File: config.mk
export PLATFORM = sky130hd
export DESIGN_NAME = imm_gen_stage
export DESIGN_NICKNAME = d
export VERILOG_FILES = /design/src/rtl/rv_isa_pkg.sv /design/src/rtl/imm_decode.sv /design/src/rtl/imm_gen_stage.sv
export SDC_FILE = /design/constraint.sdc
export NUM_CORES = 1
export LEC_CHECK = 0
export ABC_AREA = 0
export CORE_ASPECT_RATIO = 0.9
export CORE_MARGIN = 2
export CORE_UTILIZATION = 25
export CTS_BUF_LIST = sky130_fd_sc_hd__clkbuf_2 sky130_fd_sc_hd__clkbuf_4 sky130_fd_sc_hd__clkbuf_8
export CTS_CLUSTER_SIZE = 16
export DETAILED_ROUTE_END_ITERATION = 7
export GPL_TIMING_DRIVEN = 0
export HOLD_SLACK_MARGIN = 0.03
export SLEW_MARGIN = 20
export SYNTH_ARGS = -nofsm -noshare
export SYNTH_HDL_FRONTEND = slang
export SYNTH_SLANG_ARGS = --single-unit
File: constraint.sdc
create_clock -name clk -period 4.8 [get_ports clk]
set_clock_uncertainty 0.1 [all_clocks]
set_input_delay 0.72 -clock clk [delete_from_list [all_inputs] [get_ports clk]]
set_output_delay 0.72 -clock clk [all_outputs]
set_load 0.05 [all_outputs]
File: src/rtl/rv_isa_pkg.sv
// Shared RV32 ISA constants: major opcodes (inst[6:2]) and immediate format codes.
package rv_isa_pkg;

    // Major opcode field inst[6:2]
    localparam logic [4:0] OPC_LOAD   = 5'b00000;
    localparam logic [4:0] OPC_OP_IMM = 5'b00100;
    localparam logic [4:0] OPC_AUIPC  = 5'b00101;
    localparam logic [4:0] OPC_STORE  = 5'b01000;
    localparam logic [4:0] OPC_OP     = 5'b01100;
    localparam logic [4:0] OPC_LUI    = 5'b01101;
    localparam logic [4:0] OPC_BRANCH = 5'b11000;
    localparam logic [4:0] OPC_JALR   = 5'b11001;
    localparam logic [4:0] OPC_JAL    = 5'b11011;
    localparam logic [4:0] OPC_SYSTEM = 5'b11100;

    // Immediate format codes as presented on out_fmt
    typedef enum logic [2:0] {
        FMT_R    = 3'd0,
        FMT_I    = 3'd1,
        FMT_S    = 3'd2,
        FMT_B    = 3'd3,
        FMT_U    = 3'd4,
        FMT_J    = 3'd5,
        FMT_Z    = 3'd6,
        FMT_NONE = 3'd7
    } fmt_e;

endpackage

File: src/rtl/imm_decode.sv
// Combinational immediate decoder: classifies the format and builds the extended immediate.
module imm_decode
    import rv_isa_pkg::*;
#(
    parameter int unsigned XLEN = 32
) (
    input  logic [31:0]      inst_i,
    output logic [XLEN-1:0]  imm_o,
    output logic [2:0]       fmt_o,
    output logic             illegal_o
);

    logic signed [31:0] imm32;
    fmt_e               fmt;

    // Every legal immediate fits a signed 32-bit value (Z is small and positive),
    // so one sign-extension to XLEN covers both RV32 and RV64.
    always_comb begin
        imm32     = '0;
        fmt       = FMT_NONE;
        illegal_o = 1'b1;
        if (inst_i[1:0] == 2'b11) begin
            illegal_o = 1'b0;
            case (inst_i[6:2])
                OPC_OP: begin
                    fmt = FMT_R;
                end
                OPC_OP_IMM, OPC_LOAD, OPC_JALR: begin
                    fmt   = FMT_I;
                    imm32 = {{20{inst_i[31]}}, inst_i[31:20]};
                end
                OPC_STORE: begin
                    fmt   = FMT_S;
                    imm32 = {{20{inst_i[31]}}, inst_i[31:25], inst_i[11:7]};
                end
                OPC_BRANCH: begin
                    fmt   = FMT_B;
                    imm32 = {{19{inst_i[31]}}, inst_i[31], inst_i[7], inst_i[30:25],
                             inst_i[11:8], 1'b0};
                end
                OPC_LUI, OPC_AUIPC: begin
                    fmt   = FMT_U;
                    imm32 = {inst_i[31:12], 12'b0};
                end
                OPC_JAL: begin
                    fmt   = FMT_J;
                    imm32 = {{11{inst_i[31]}}, inst_i[31], inst_i[19:12], inst_i[20],
                             inst_i[30:21], 1'b0};
                end
                OPC_SYSTEM: begin
                    if (inst_i[14]) begin
                        fmt   = FMT_Z;
                        imm32 = {27'b0, inst_i[19:15]};
                    end else begin
                        fmt   = FMT_I;
                        imm32 = {{20{inst_i[31]}}, inst_i[31:20]};
                    end
                end
                default: begin
                    fmt       = FMT_NONE;
                    illegal_o = 1'b1;
                end
            endcase
        end
    end

    assign imm_o = XLEN'(imm32);
    assign fmt_o = fmt;

endmodule

File: src/rtl/imm_gen_stage.sv
// Immediate-generation pipeline stage: decode, then a 2-entry FIFO with valid/ready handshakes.
module imm_gen_stage
    import rv_isa_pkg::*;
#(
    parameter int unsigned XLEN  = 32,
    parameter int unsigned TAG_W = 5
) (
    input  logic             clk,
    input  logic             rst_n,
    input  logic             flush,
    input  logic             in_valid,
    output logic             in_ready,
    input  logic [31:0]      in_inst,
    input  logic [TAG_W-1:0] in_tag,
    output logic             out_valid,
    input  logic             out_ready,
    output logic [XLEN-1:0]  out_imm,
    output logic [2:0]       out_fmt,
    output logic             out_illegal,
    output logic [TAG_W-1:0] out_tag
);

    logic [XLEN-1:0]  dec_imm;
    logic [2:0]       dec_fmt;
    logic             dec_illegal;

    logic [XLEN-1:0]  imm_mem [2];
    logic [2:0]       fmt_mem [2];
    logic             ill_mem [2];
    logic [TAG_W-1:0] tag_mem [2];

    logic [1:0] count_q, count_d;
    logic       wptr_q, wptr_d;
    logic       rptr_q, rptr_d;
    logic       in_ready_q;
    logic       push, pop;

    imm_decode #(.XLEN(XLEN)) u_decode (
        .inst_i    (in_inst),
        .imm_o     (dec_imm),
        .fmt_o     (dec_fmt),
        .illegal_o (dec_illegal)
    );

    assign in_ready  = in_ready_q;
    assign out_valid = (count_q != 2'd0);
    assign push      = in_valid && in_ready_q && !flush;
    assign pop       = out_valid && out_ready && !flush;

    // Next-state for occupancy and pointers; flush overrides any push/pop
    always_comb begin
        count_d = count_q;
        wptr_d  = wptr_q;
        rptr_d  = rptr_q;
        if (flush) begin
            count_d = '0;
            wptr_d  = 1'b0;
            rptr_d  = 1'b0;
        end else begin
            if (push) wptr_d = ~wptr_q;
            if (pop)  rptr_d = ~rptr_q;
            count_d = count_q + 2'(push) - 2'(pop);
        end
    end

    // Control state register; in_ready is registered from next-cycle occupancy
    always_ff @(posedge clk) begin
        if (!rst_n) begin
            count_q    <= '0;
            wptr_q     <= 1'b0;
            rptr_q     <= 1'b0;
            in_ready_q <= 1'b1;
        end else begin
            count_q    <= count_d;
            wptr_q     <= wptr_d;
            rptr_q     <= rptr_d;
            in_ready_q <= (count_d < 2'd2);
        end
    end

    // Decoded-result storage; data needs no reset
    always_ff @(posedge clk) begin
        if (push) begin
            imm_mem[wptr_q] <= dec_imm;
            fmt_mem[wptr_q] <= dec_fmt;
            ill_mem[wptr_q] <= dec_illegal;
            tag_mem[wptr_q] <= in_tag;
        end
    end

    // Head-of-FIFO outputs, forced to zero while nothing is valid
    always_comb begin
        out_imm     = '0;
        out_fmt     = '0;
        out_illegal = 1'b0;
        out_tag     = '0;
        if (out_valid) begin
            out_imm     = imm_mem[rptr_q];
            out_fmt     = fmt_mem[rptr_q];
            out_illegal = ill_mem[rptr_q];
            out_tag     = tag_mem[rptr_q];
        end
    end

endmodule

==> reports/qor.json <==
{
  "status": {
    "status": "completed"
  },
  "critical_path": {
    "worstSetupEndpointType": "output port",
    "cp.arrival_ps": 2450,
    "timing.critical_path.slowest_stage_cell": "sky130_fd_sc_hd__clkdlybuf4s50_1",
    "critical_path.cell_chain": "clkbuf_1 -> buf_2 -> mux2i_1 -> nor2_1 -> clkdlybuf4s50_1",
    "ff2ff_setup_slack_ps": 2530,
    "worst_path_largest_cell_delay_ps": 840,
    "cpLargestDelayFamily": "buffers and inverters",
    "path_max_fanout": 10,
    "worstRegToRegCells": 11,
    "crit_type": "reg -> out",
    "critical_path_buf_inv_count": 3,
    "timing.critical_path.required_ps": 3980,
    "reg2reg_from": "count_q[1]$_SDFF_PN0_",
    "startpoint_type": "register",
    "timing.rr.end": "in_ready$_SDFF_PN1_"
  },
  "die": {
    "die_area_um2": 17700,
    "pin_count": 85,
    "initial_utilization_pct": 25.7,
    "die_w_um": 140,
    "num_rows": 44,
    "die_h_um": 127,
    "floorplan.core_area_um2": 16200
  },
  "synth": {
    "synth.yosys.seq_area_share_pct": 61.9,
    "synthCells": 325,
    "synthesis.area_per_instance_um2": 12.8,
    "synth_cell_types": 48,
    "yosysWarnings": 0,
    "proportion_of_register_bits_with_asynchronous_set_or_reset_after_synthesis_pct": 0,
    "dominantRegCellSynth": "sky130_fd_sc_hd__edfxtp_1",
    "synthesis.area_um2": 4170,
    "synth_enable_flop_cells": 82,
    "synth.ff_latch_count": 88,
    "mappedNetlistNets": 369
  },
  "clock_tree": {
    "clock_sink_count": 88,
    "cts_made_buffers": 9,
    "htreeDepth": 3,
    "post_cts_hold_buffer_count": 0,
    "post_cts_resized": 0,
    "cts.repair_timing.setup_buffer_count": 0,
    "cts_root_buf": "sky130_fd_sc_hd__clkbuf_8",
    "cts.path.max_buffers": 2,
    "worstSkewPairLatency_ps": 350,
    "cts_tree": "built",
    "clkSlewWorstSetupHoldPaths_ps": 90
  },
  "sta": {
    "fin_ws_ps": 1530,
    "worst_pin_slew_ps": 601,
    "max_slew_margin_pct": 59.9,
    "final_min_period_over_clock_period_pct": 68.1,
    "maxSlewViolCount": 0,
    "final_hold_viol_count": 0,
    "fmax_ghz": 0.306,
    "unrepaired_setup_endpoints_after_global_routing": "no",
    "setup_viol": 0,
    "period_minus_slack_ps": 3270,
    "fin_tns_setup_ps": 0
  },
  "place": {
    "portBuffers": 84,
    "globalplace.congestion": 0.880,
    "pre_cts_ws_ps": 1890,
    "detailed_place_hpwl_um": 7450
  },
  "global_route": {
    "number_of_antenna_violations_at_the_first_check_in_global_routing": 0,
    "grt_pass1_vias": 2889,
    "grt_remaining_overflow": 0,
    "grt_pass1_wl_um": 15300,
    "grt_start_max_net_pins": 19,
    "groute.usage.overall_pct": 11.2
  },
  "route": {
    "route.vias.total": 2831,
    "drt-total-wl_um": 9680,
    "first_pass_iters": 4,
    "drc": 0,
    "avgViaCountPerCell": 4.45,
    "initial_drt_markers": 145,
    "ant_nets": 0,
    "avgRoutedWirePerCell_um": 15.2
  },
  "final_layout": {
    "ff_latch_area_um2": 2580,
    "antenna-diode-count": 0,
    "synthesis_to_layout_area_growth_pct": 34.1,
    "multi_input_comb_area_um2": 1440,
    "nets": 468,
    "fillers": 1586,
    "ratio_of_cells_with_drive_above_1_in_the_final_layout_pct": 15.4
  },
  "min_path": {
    "min_from": "rptr_q$_SDFFE_PP0P_",
    "whs_path_depth": 2,
    "timing.hold.worst.class": "reg -> reg"
  },
  "flow_run": {
    "cap_violations": 0
  },
  "power": {
    "max-vdd-ir-drop_uv": 127,
    "total_leakage_power_nw": 1.69,
    "powerDensity_nw_per_um2": 274
  }
}
## report_power, final
group          switching [mW]  total [mW]  internal (mW)
Sequential            0.00361       0.850          0.847
Combinational           0.102       0.178         0.0766
Clock                   0.253       0.504          0.251
Total                   0.358        1.53           1.17
## through the flow
stage               cell area [um^2]  utilization, %  total power [mW]  cells  hold slack, ps
floorplan                       4170               -             0.963    325             372
global placement                5270            32.5              1.04    616             391
detailed placement              5400            33.2              1.05    620             399
CTS                             5600            34.5              1.55    636             421
global route                    5600            34.5              1.60    636             454
finish                          5600            34.5              1.53    636             411
## cell usage after synthesis, drive strengths merged, types with 2 or more instances
| master | n | share of area (%) |
|---|---|---|
| o211ai | 3 | 0.78 |
| dfxtp | 6 | 2.9 |
| nor2b | 3 | 0.45 |
| edfxtp | 82 | 59 |
| buf | 15 | 2.8 |
| nor2 | 59 | 5.5 |
| nand2 | 25 | 2.2 |
| clkbuf | 5 | 0.45 |
| ha | 2 | 0.60 |
| xnor2 | 3 | 0.63 |
| nand3b | 5 | 0.90 |
| and2 | 8 | 1.2 |
| nand4 | 2 | 0.45 |
| mux2i | 41 | 9.8 |
| a21oi | 22 | 4.1 |
| inv | 9 | 0.81 |
| o21ai | 5 | 0.60 |
| nand3 | 5 | 0.60 |
| a222oi | 4 | 0.96 |
## how the worst max path moves through the flow
stage          depth (start not counted)                      end  slack, ps
2_1_floorplan                          2  fmt_mem[0][0]$_DFFE_PP_       1550
3_3_place_gp                           3  tag_mem[1][3]$_DFFE_PP_        120
3_5_place_dp                           4               out_imm[1]       1890
4_1_cts                                4               out_imm[1]       1480
5_1_grt                                4               out_imm[1]       1340
6_report                               5              out_imm[24]       1530
## state kept, by name, indices dropped and copies added (netlist names), named ones only
signal and cells:
ill_mem 2, fmt_mem 6, imm_mem 64, count_q 2
tag_mem 10, in_ready 1, wptr_q 1, rptr_q 1
## cell type report
type,instances,share of cell area [%]
clock buffers,11,2.48
flip-flops and latches,88,46.2
plain buffers,20,2.39
inverters,9,0.604
repair buffers,88,17.0
well taps,207,4.63
multi-input cells,208,25.7
clock inverters,5,1.03
## cells in the final DEF (no fill, tap or decap), types with 5 or more instances in the layout
cell,synthesis,layout
sky130_fd_sc_hd__nand2_1,25,25
sky130_fd_sc_hd__nor2_1,55,53
sky130_fd_sc_hd__clkdlybuf4s50_1,0,84
sky130_fd_sc_hd__nand3b_1,5,5
sky130_fd_sc_hd__clkbuf_8,0,9
sky130_fd_sc_hd__edfxtp_1,82,82
sky130_fd_sc_hd__mux2i_1,41,41
sky130_fd_sc_hd__dfxtp_1,6,6
sky130_fd_sc_hd__a21oi_2,16,16
sky130_fd_sc_hd__nand3_1,5,5
sky130_fd_sc_hd__clkbuf_1,5,5
sky130_fd_sc_hd__buf_2,8,8
sky130_fd_sc_hd__buf_6,6,6
sky130_fd_sc_hd__and2_1,7,7
sky130_fd_sc_hd__a21oi_1,6,6
sky130_fd_sc_hd__inv_1,9,9
## kinds of logic (layout without fill, tap and decap cells)
kind of cell	Yosys count	count (layout)	synth area share (%)
and+or+nand+nor	118	118	14.1
DFF	88	88	61.9
AOI/OAI and AO/OA	43	43	8.72
muxes	41	41	9.83
buffers and inverters	29	133	4.02
xor gates and xnor gates	4	4	0.839
adders and majority gates	2	2	0.599
## metal layers
layer / track usage, % / share of wire [%] / vias up
met5: 0 / 0 / -
met4: 4.46 / 1.9 / 0
met3: 1.85 / 5.0 / 12
met2: 19.7 / 49 / 86
met1: 13.9 / 44 / 1356
li1: - / - / 1377
## worst reg2reg max path, cell delays in order (launching register included)
cell and delay (ps):
sky130_fd_sc_hd__dfxtp_1 330, sky130_fd_sc_hd__nor2_1 430, sky130_fd_sc_hd__inv_1 110, sky130_fd_sc_hd__nand2_1 130
sky130_fd_sc_hd__nor2_1 50, sky130_fd_sc_hd__ha_1 260, sky130_fd_sc_hd__inv_1 40, sky130_fd_sc_hd__ha_1 180
sky130_fd_sc_hd__xnor2_1 190, sky130_fd_sc_hd__xnor2_1 130, sky130_fd_sc_hd__nor2b_1 170, sky130_fd_sc_hd__inv_1 50
Power figures use the tool's default switching activity.
